**src/rtl/ofifo_aligned.sv**
```systemverilog
// ofifo_aligned: bank of COL independent column FIFOs with a row-wide read.
// Each column is written on its own, but a read pops one entry from every column.
// A read is therefore only possible once all columns hold data. Read data is
// registered, so it appears one cycle after the accepted read.
// Optional feature: define OFIFO_ERR_FLAGS_EN to build the sticky overflow and
// underflow flags (o_ovf/o_udf, cleared by clr_err). Without it they are tied to 0.
module ofifo_aligned #(
  parameter int unsigned COL      = 8,
  parameter int unsigned PSUM_BW  = 16,
  parameter int unsigned DEPTH    = 8,
  parameter int unsigned AF_LEVEL = DEPTH - 2
) (
  input  logic                   clk,
  input  logic                   reset,
  input  logic [COL*PSUM_BW-1:0] in,
  input  logic [COL-1:0]         wr,
  input  logic                   rd,
  input  logic                   clr_err,
  output logic [COL*PSUM_BW-1:0] out,
  output logic                   o_valid,
  output logic                   o_ready,
  output logic                   o_full,
  output logic                   o_afull,
  output logic                   o_ovf,
  output logic                   o_udf
);

  // The pointer has one more bit than the index; that extra MSB is the wrap bit.
  localparam int unsigned AW        = (DEPTH > 1) ? $clog2(DEPTH) : 1;
  localparam logic [AW:0] AF_THRESH = AF_LEVEL[AW:0];
  localparam logic [AW:0] PTR_ONE   = {{AW{1'b0}}, 1'b1};

  logic [COL-1:0]         col_empty;
  logic [COL-1:0]         col_full;
  logic [COL-1:0]         col_afull;
  logic [COL-1:0]         wr_acc;
  logic [COL*PSUM_BW-1:0] rd_row;
  logic                   rd_acc;
  logic [COL*PSUM_BW-1:0] out_q;
  logic                   valid_q;

  // The status outputs depend only on the pointers, never on this cycle's inputs.
  assign o_ready = &(~col_empty);
  assign o_full  = |col_full;
  assign o_afull = |col_afull;
  assign rd_acc  = rd & o_ready;

  for (genvar i = 0; i < COL; i++) begin : g_col
    logic [AW:0]        wptr_q;
    logic [AW:0]        rptr_q;
    logic [AW:0]        occ;
    logic [PSUM_BW-1:0] mem_q [DEPTH];

    assign occ          = wptr_q - rptr_q;
    assign col_empty[i] = (wptr_q == rptr_q);
    assign col_full[i]  = (wptr_q[AW-1:0] == rptr_q[AW-1:0]) && (wptr_q[AW] != rptr_q[AW]);
    assign col_afull[i] = (occ >= AF_THRESH);
    // A full column can still take a write when the same cycle's read frees a slot.
    assign wr_acc[i]    = wr[i] & (~col_full[i] | rd_acc);
    assign rd_row[i*PSUM_BW +: PSUM_BW] = mem_q[rptr_q[AW-1:0]];

    // Advance the write and read pointers for this column.
    always_ff @(posedge clk or negedge reset) begin
      if (!reset) begin
        wptr_q <= '0;
        rptr_q <= '0;
      end else begin
        if (wr_acc[i]) wptr_q <= wptr_q + PTR_ONE;
        if (rd_acc)    rptr_q <= rptr_q + PTR_ONE;
      end
    end

    // Store the accepted write. The storage is not reset; the pointers alone define validity.
    always_ff @(posedge clk) begin
      if (wr_acc[i]) mem_q[wptr_q[AW-1:0]] <= in[i*PSUM_BW +: PSUM_BW];
    end
  end

  // Register the popped row and pulse valid for one cycle per accepted read.
  always_ff @(posedge clk or negedge reset) begin
    if (!reset) begin
      out_q   <= '0;
      valid_q <= 1'b0;
    end else begin
      valid_q <= rd_acc;
      if (rd_acc) out_q <= rd_row;
    end
  end

  assign out     = out_q;
  assign o_valid = valid_q;

`ifdef OFIFO_ERR_FLAGS_EN
  logic ovf_q;
  logic udf_q;
  logic ovf_set;
  logic udf_set;

  // A write is dropped only when its column is full and no read frees a slot.
  assign ovf_set = (|(wr & col_full)) & ~rd_acc;
  assign udf_set = rd & ~o_ready;

  // Sticky error flags; a new error wins over a clear in the same cycle.
  always_ff @(posedge clk or negedge reset) begin
    if (!reset) begin
      ovf_q <= 1'b0;
      udf_q <= 1'b0;
    end else begin
      if (ovf_set)      ovf_q <= 1'b1;
      else if (clr_err) ovf_q <= 1'b0;
      if (udf_set)      udf_q <= 1'b1;
      else if (clr_err) udf_q <= 1'b0;
    end
  end

  assign o_ovf = ovf_q;
  assign o_udf = udf_q;
`else
  logic unused_clr_err;
  assign unused_clr_err = clr_err;
  assign o_ovf          = 1'b0;
  assign o_udf          = 1'b0;
`endif

endmodule

```
**config.mk**
```make
export PLATFORM = sky130hd
export DESIGN_NAME = ofifo_aligned
export DESIGN_NICKNAME = d
export VERILOG_FILES = /design/src/rtl/ofifo_aligned.sv
export SDC_FILE = /design/constraint.sdc
export NUM_CORES = 1
export LEC_CHECK = 0
export ABC_AREA = 1
export ABC_CLOCK_PERIOD_IN_PS = 3380
export BUFFER_PORTS_ARGS = -buffer_cell sky130_fd_sc_hd__buf_2
export CORE_UTILIZATION = 30
export DETAILED_ROUTE_END_ITERATION = 10
export GPL_ROUTABILITY_DRIVEN = 0
export GPL_TIMING_DRIVEN = 0
export SLEW_MARGIN = 30
export SYNTH_ARGS = -nofsm -noshare
export SYNTH_HDL_FRONTEND = slang
export SYNTH_SLANG_ARGS = --single-unit
```
**constraint.sdc**
```tcl
create_clock -name clk -period 3.38 [get_ports clk]
set_clock_uncertainty 0.15 [all_clocks]
set_input_delay 0.169 -clock clk [delete_from_list [all_inputs] [get_ports clk]]
set_output_delay 0.169 -clock clk [all_outputs]
set_load 0.02 [all_outputs]
```
# ---- Yosys cells after proc, flatten, opt, wreduce, memory -nomap -nowiden
# Memories as Yosys holds them, arrays and structs flattened. A register that Yosys moved wholly into a read port is not among the register bits.
# Cells that the tools add are included.
dict set report word_totals {
  register_bits 65
  ramBits 1024
  word_cells 142
  mem_count 8
}
# name words word_bits read_ports rd_clocked_by_memory_dff wr line
set memory_table {}
lappend memory_table {{g_col[0].mem_q} 8 16 1 1 1 52} ;# logic [PSUM_BW-1:0] mem_q [DEPTH];
lappend memory_table {{g_col[1].mem_q} 8 16 1 1 1 52}
lappend memory_table {{g_col[2].mem_q} 8 16 1 1 1 52}
lappend memory_table {{g_col[3].mem_q} 8 16 1 1 1 52}
lappend memory_table {{g_col[4].mem_q} 8 16 1 1 1 52}
lappend memory_table {{g_col[5].mem_q} 8 16 1 1 1 52}
lappend memory_table {{2 more memories} n/a n/a n/a n/a n/a n/a}
dict set report classes {
  add_sub_neg 24
  n_lt_le_gt_ge 8
  eq_ne 24
  muxes 16
  bitwise_logic 26
  reduce_logical 19
}
# operator count
set ops {}
lappend ops {{4-bit by 1-bit adder with 4-bit output, second input constant} 16}
lappend ops {{4-bit == test} 8}
lappend ops {{4-bit by 3-bit greater-or-equal comparator with 1-bit output, second input constant} 8}
lappend ops {{4-bit subtractor} 8}
lappend ops {{3-bit == test} 8}
lappend ops {{1-bit two-way mux} 16}
lappend ops {{8-bit OR reduction} 2}
lappend ops {{1-bit bitwise AND} 9}
lappend ops {{1-bit logical AND} 8}
lappend ops {{1-bit logical NOT} 8}
lappend ops {{1-bit inequality test} 8}
lappend ops {{1-bit inverter} 8}
lappend ops {{8-bit inverter} 1}
lappend ops {{1-bit bitwise OR} 8}
lappend ops {{8-bit AND reduction} 1}

# ---- Depth between registers and ports, before layout
dict set report depth {
  word_depth 8
  ltp_mapped 15
  mapped_depth_nobuf 12
}

# ---- Worst setup path before layout
# OpenSTA, ideal clock, no wires.
dict set report synth_timing {
  kind {register to register}
  from {register g_col[1].rptr_q[1]}
  to {memory g_col[6].mem_q[0][0], enable pin}
  t_arrival_ns 2.839
  required_time_ns 2.842
  path_slack_ns 0.003
  path_stages_with_launch 15
  period_less_slack_ns 3.377
  path_cell_list {dfrtp_1 > clkbuf_1 > clkinv_1 > clkbuf_1 > ha_1 > nand2_1 > nor2_1 > nand2_1 > nand2_1 > nor2_4 > nand3_4 > buf_8 > nand2_8 > nand2_4 > nor2_1}
}
dict set report synth_via {
  elab_chain_cells 8
}
# item line
set synth_lines {}
lappend synth_lines {{start: declaration} 50} ;# logic [AW:0] rptr_q;
lappend synth_lines {{start signal: assignment} 69} ;# if (rd_acc) rptr_q <= rptr_q + PTR_ONE;
lappend synth_lines {{4-bit == test} 55} ;# assign col_empty[i] = (wptr_q == rptr_q);
lappend synth_lines {{8-bit inverter} 43} ;# assign o_ready = &(~col_empty);
lappend synth_lines {{8-bit AND reduction} 43}
lappend synth_lines {{1-bit bitwise AND} 46} ;# assign rd_acc = rd & o_ready;
lappend synth_lines {{1-bit bitwise OR} 59} ;# assign wr_acc[i] = wr[i] & (~col_full[i] | rd_acc);
lappend synth_lines {{1-bit bitwise AND} 59}
lappend synth_lines {{1-bit two-way mux} 75} ;# if (wr_acc[i]) mem_q[wptr_q[AW-1:0]] <= in[i*PSUM_BW +: PSUM_BW];
lappend synth_lines {{1-bit two-way mux (not written as such)} 75}
lappend synth_lines {{end: declaration} 52}
# No other way between the ends.

# ---- Final worst setup path
dict set report layout_timing {
  from {register g_col[0].wptr_q[0]}
  to {output port o_afull}
}
dict set report layout_via {
  elab_chain_cells 3
}
# item line
set layout_lines {}
lappend layout_lines {{start: declaration} 49} ;# logic [AW:0] wptr_q;
lappend layout_lines {{start signal: assignment} 68} ;# if (wr_acc[i]) wptr_q <= wptr_q + PTR_ONE;
lappend layout_lines {{4-bit subtractor} 54} ;# assign occ = wptr_q - rptr_q;
lappend layout_lines {{4-bit by 3-bit greater-or-equal comparator with 1-bit output} 57} ;# assign col_afull[i] = (occ >= AF_THRESH);
lappend layout_lines {{8-bit OR reduction} 45} ;# assign o_afull = |col_afull;
lappend layout_lines {{end: declaration} 23} ;# output logic o_afull,
# No other way between the ends.

==> results.yml <==
floorplan:
  core-area_um2: 163000
  initial_core_util_pct: 30.2
  rows: 148
  io_pins: 274
  die_h_um: 407
  die-area_um2: 166000
  die_w_um: 407
sta:
  period_share_pct: 96.1
  setup_viol: 0
  hold_violations: 0
  period_needed_ns: 3.25
  slew_viol_final: 0
  fmax_mhz: 308
  worst_pin_slew_ns: 0.791
  hold_ws_ns: 0.0501
  tns_ns: 0
  slew_headroom_pct: 47.2
  setup_slack_ns: 0.133
yosys:
  synth_seq_cells: 1217
  synth_top_cell_by_area: "edfxtp_1"
  synth_compound_area_share_pct: 9.24
  synth_area_leaders: "edfxtp_1, dfrtp_1, nor2_1"
  synth_warnings: 0
  synth_fa_ha_area_share_pct: 1.34
  synth_top_family_by_area: "simple AND/OR/NAND/NOR gates"
  seq_area_frac_synth_pct: 72.3
  avgSynthCellArea_um2: 12.2
  synth_xor_area_share_pct: 0.674
  synth_top_area_share_pct: 62.5
  synth_flop_cell: "edfxtp_1"
  synth_edf_count: 1024
  syn_inst: 4022
  synth_area_um2: 49200
  synth-simple-area-share_pct: 12.8
  muxShareOfSynthArea_pct: 0.651
  ys_async_sr_fraction_pct: 15.9
  ys_types: 39
routing:
  drcViolationCount: 0
  drtPass1Iterations: 6
  routed-via-count: 33300
  drt_iter0_markers: 2795
  postRouteAntennaNets: 0
  wirelength_um: 146000
  avgViaCountPerCell: 4.77
  wire_per_inst_um: 20.9
global_routing:
  antenna_found_initial: 33
  grt_pass1_vias: 32500
  grt_usage_pct: 17.4
  grt-ovfl-total: 0
  grt_pass1_wl_um: 213000
  grt_max_degree: 53
clocking:
  cts_tree: "yes"
  clock_sinks: 1217
  cts-root-buf: "clkbuf_16"
  htree_num_levels: 4
  clk_latency_ns: 0.78
  numCtsBuffers: 134
  cts_buffer_depth: 3
  path_clk_slew_ns: 0.06
critical_path:
  critPathArrivalTime_ns: 2.93
  ff2ff_path_depth: 16
  worstPathMaxFanout: 4
  worst-setup-path-type: "reg2out"
  rrSetupSlack_ns: 0.17
  crit_path_end_kind: "output port"
  required_ns: 3.06
  worst_setup_path_start_kind: "register"
placed_design:
  dp_slack_ns: -1.23
  dp_hpwl_um: 93700
  place.port_buffers: 270
  dp.cells: 6486
finish:
  final_layout_size_suffix_gt1_share_pct: 17.9
  final_common_cell: "edfxtp_1"
  multiInputGateArea_um2: 12800
  final_cell_mix: "edfxtp_1, nor2_1, nand2_1"
  nets: 4868
  fin_cells: 6980
  area_growth_pct: 25.5
  nFillCells: 15400
  utilization_pct: 37.9
  seqCellArea_um2: 35600
power_and_ir_drop:
  p_leak_nw: 22.7
  vdd_ir_drop_max_uv: 614
  power_per_cell_area_nw_per_um2: 990
worst_hold_path:
  hp-class: "in2reg"
  hold_depth: 2
job:
  drv_cap: 0
outcome:
  outcome: "complete, no violations"
metrics by stage:
stage / instance area (um2) / power [mW]
final: 61800 / 61.2
after global routing: 61800 / 64.9
after CTS: 61600 / 61.6
after detailed placement: 54000 / 45.6
after global placement: 53300 / 44.7
after floorplan: 49200 / 35.2
cells in the mapped netlist (33+ instances only):
library cell / n
a21oi_1: 42
buf_2: 65
clkbuf_1: 121
dfrtp_1: 193
edfxtp_1: 1024
ha_1: 40
inv_1: 103
nand2_1: 648
nand3_1: 157
nor2_1: 708
o211ai_1: 192
o21ai_0: 431
o21ai_1: 53
xor2_1: 33
final cells by class:
| cell class | count | share of cell area (%) |
|---|---|---|
| flip-flops and latches | 1217 | 57.6 |
| repair buffers | 529 | 7.48 |
| inverters | 123 | 0.843 |
| well taps | 2175 | 4.41 |
| clock buffers | 189 | 5.96 |
| diodes | 14 | 0.0567 |
| plain buffers | 217 | 1.85 |
| multi-input cells | 2458 | 20.7 |
| clock inverters | 58 | 1.03 |
report_power, final:
part | leakage (nW) | switching (mW) | internal (mW) | total (mW)
Combinational | 8.93 | 18.1 | 7.87 | 25.9
Sequential | 11.7 | 1.29 | 19.5 | 20.8
Clock | 2.08 | 6.19 | 8.23 | 14.4
path summary, 6_finish.rpt:
| kind | startpoint | to |
|---|---|---|
| min reg2reg | out[120]$_DFFE_PN0N_ | out[120]$_DFFE_PN0N_ |
| max | g_col[0].wptr_q[0]$_DFFE_PN0P_ | o_afull |
| max reg2reg | g_col[3].rptr_q[2]$_DFFE_PN0N_ | g_col[6].mem_q[7][2]$_DFFE_PP_ |
| min in group asynchronous | reset | out[2]$_DFFE_PN0N_ |
| min | in[54] | g_col[3].mem_q[5][6]$_DFFE_PP_ |
| max in group asynchronous | reset | g_col[6].wptr_q[0]$_DFFE_PN0P_ |
worst max-delay path, stage by stage, from the launching register on:
cell and delay [ns]:
dfrtp_2 0.44, inv_4 0.08, ha_1 0.14, inv_1 0.06, fa_1 0.37, or2_2 0.31
nand3_2 0.10, nand4_1 0.10, nand3b_1 0.18, nor2_2 0.13, nand2_1 0.09, buf_6 0.15
logic make-up after synthesis:
| family | Yosys count |
|---|---|
| adder cells (fa/ha/maj) | 48 |
| AO/OA/AOI/OAI | 782 |
| buffers and inverters | 348 |
| AND/OR/NAND/NOR | 1557 |
| XOR/XNOR | 37 |
| multiplexers | 32 |
| flip-flops | 1217 |
| other | 1 |
routing by layer:
metal  vias to the layer above  GRT usage (%)  share of wire (%)
li1                      15600              -                  -
met1                     16300           23.2                 42
met2                      1126           27.6                 46
met3                       232           4.87                8.9
met4                        28           5.07                2.3
met5                         -              0               0.13
what timing repair did:
action                                  4_1_cts  5_1_grt
hold buffers                                145        0
endpoints found under the setup margin     1220     1091
setup buffers                                92        4
endpoints found under the hold margin      2224        0
resized for setup                           117       31
pin swaps                                    65        1
flip-flops by register name, indices dropped and copies added (netlist names):
| register | count |
|---|---|
| g_col.wptr_q | 32 |
| o_valid | 1 |
| out | 128 |
| g_col.mem_q | 1024 |
| g_col.rptr_q | 32 |
Power figures use the tool's default switching activity.
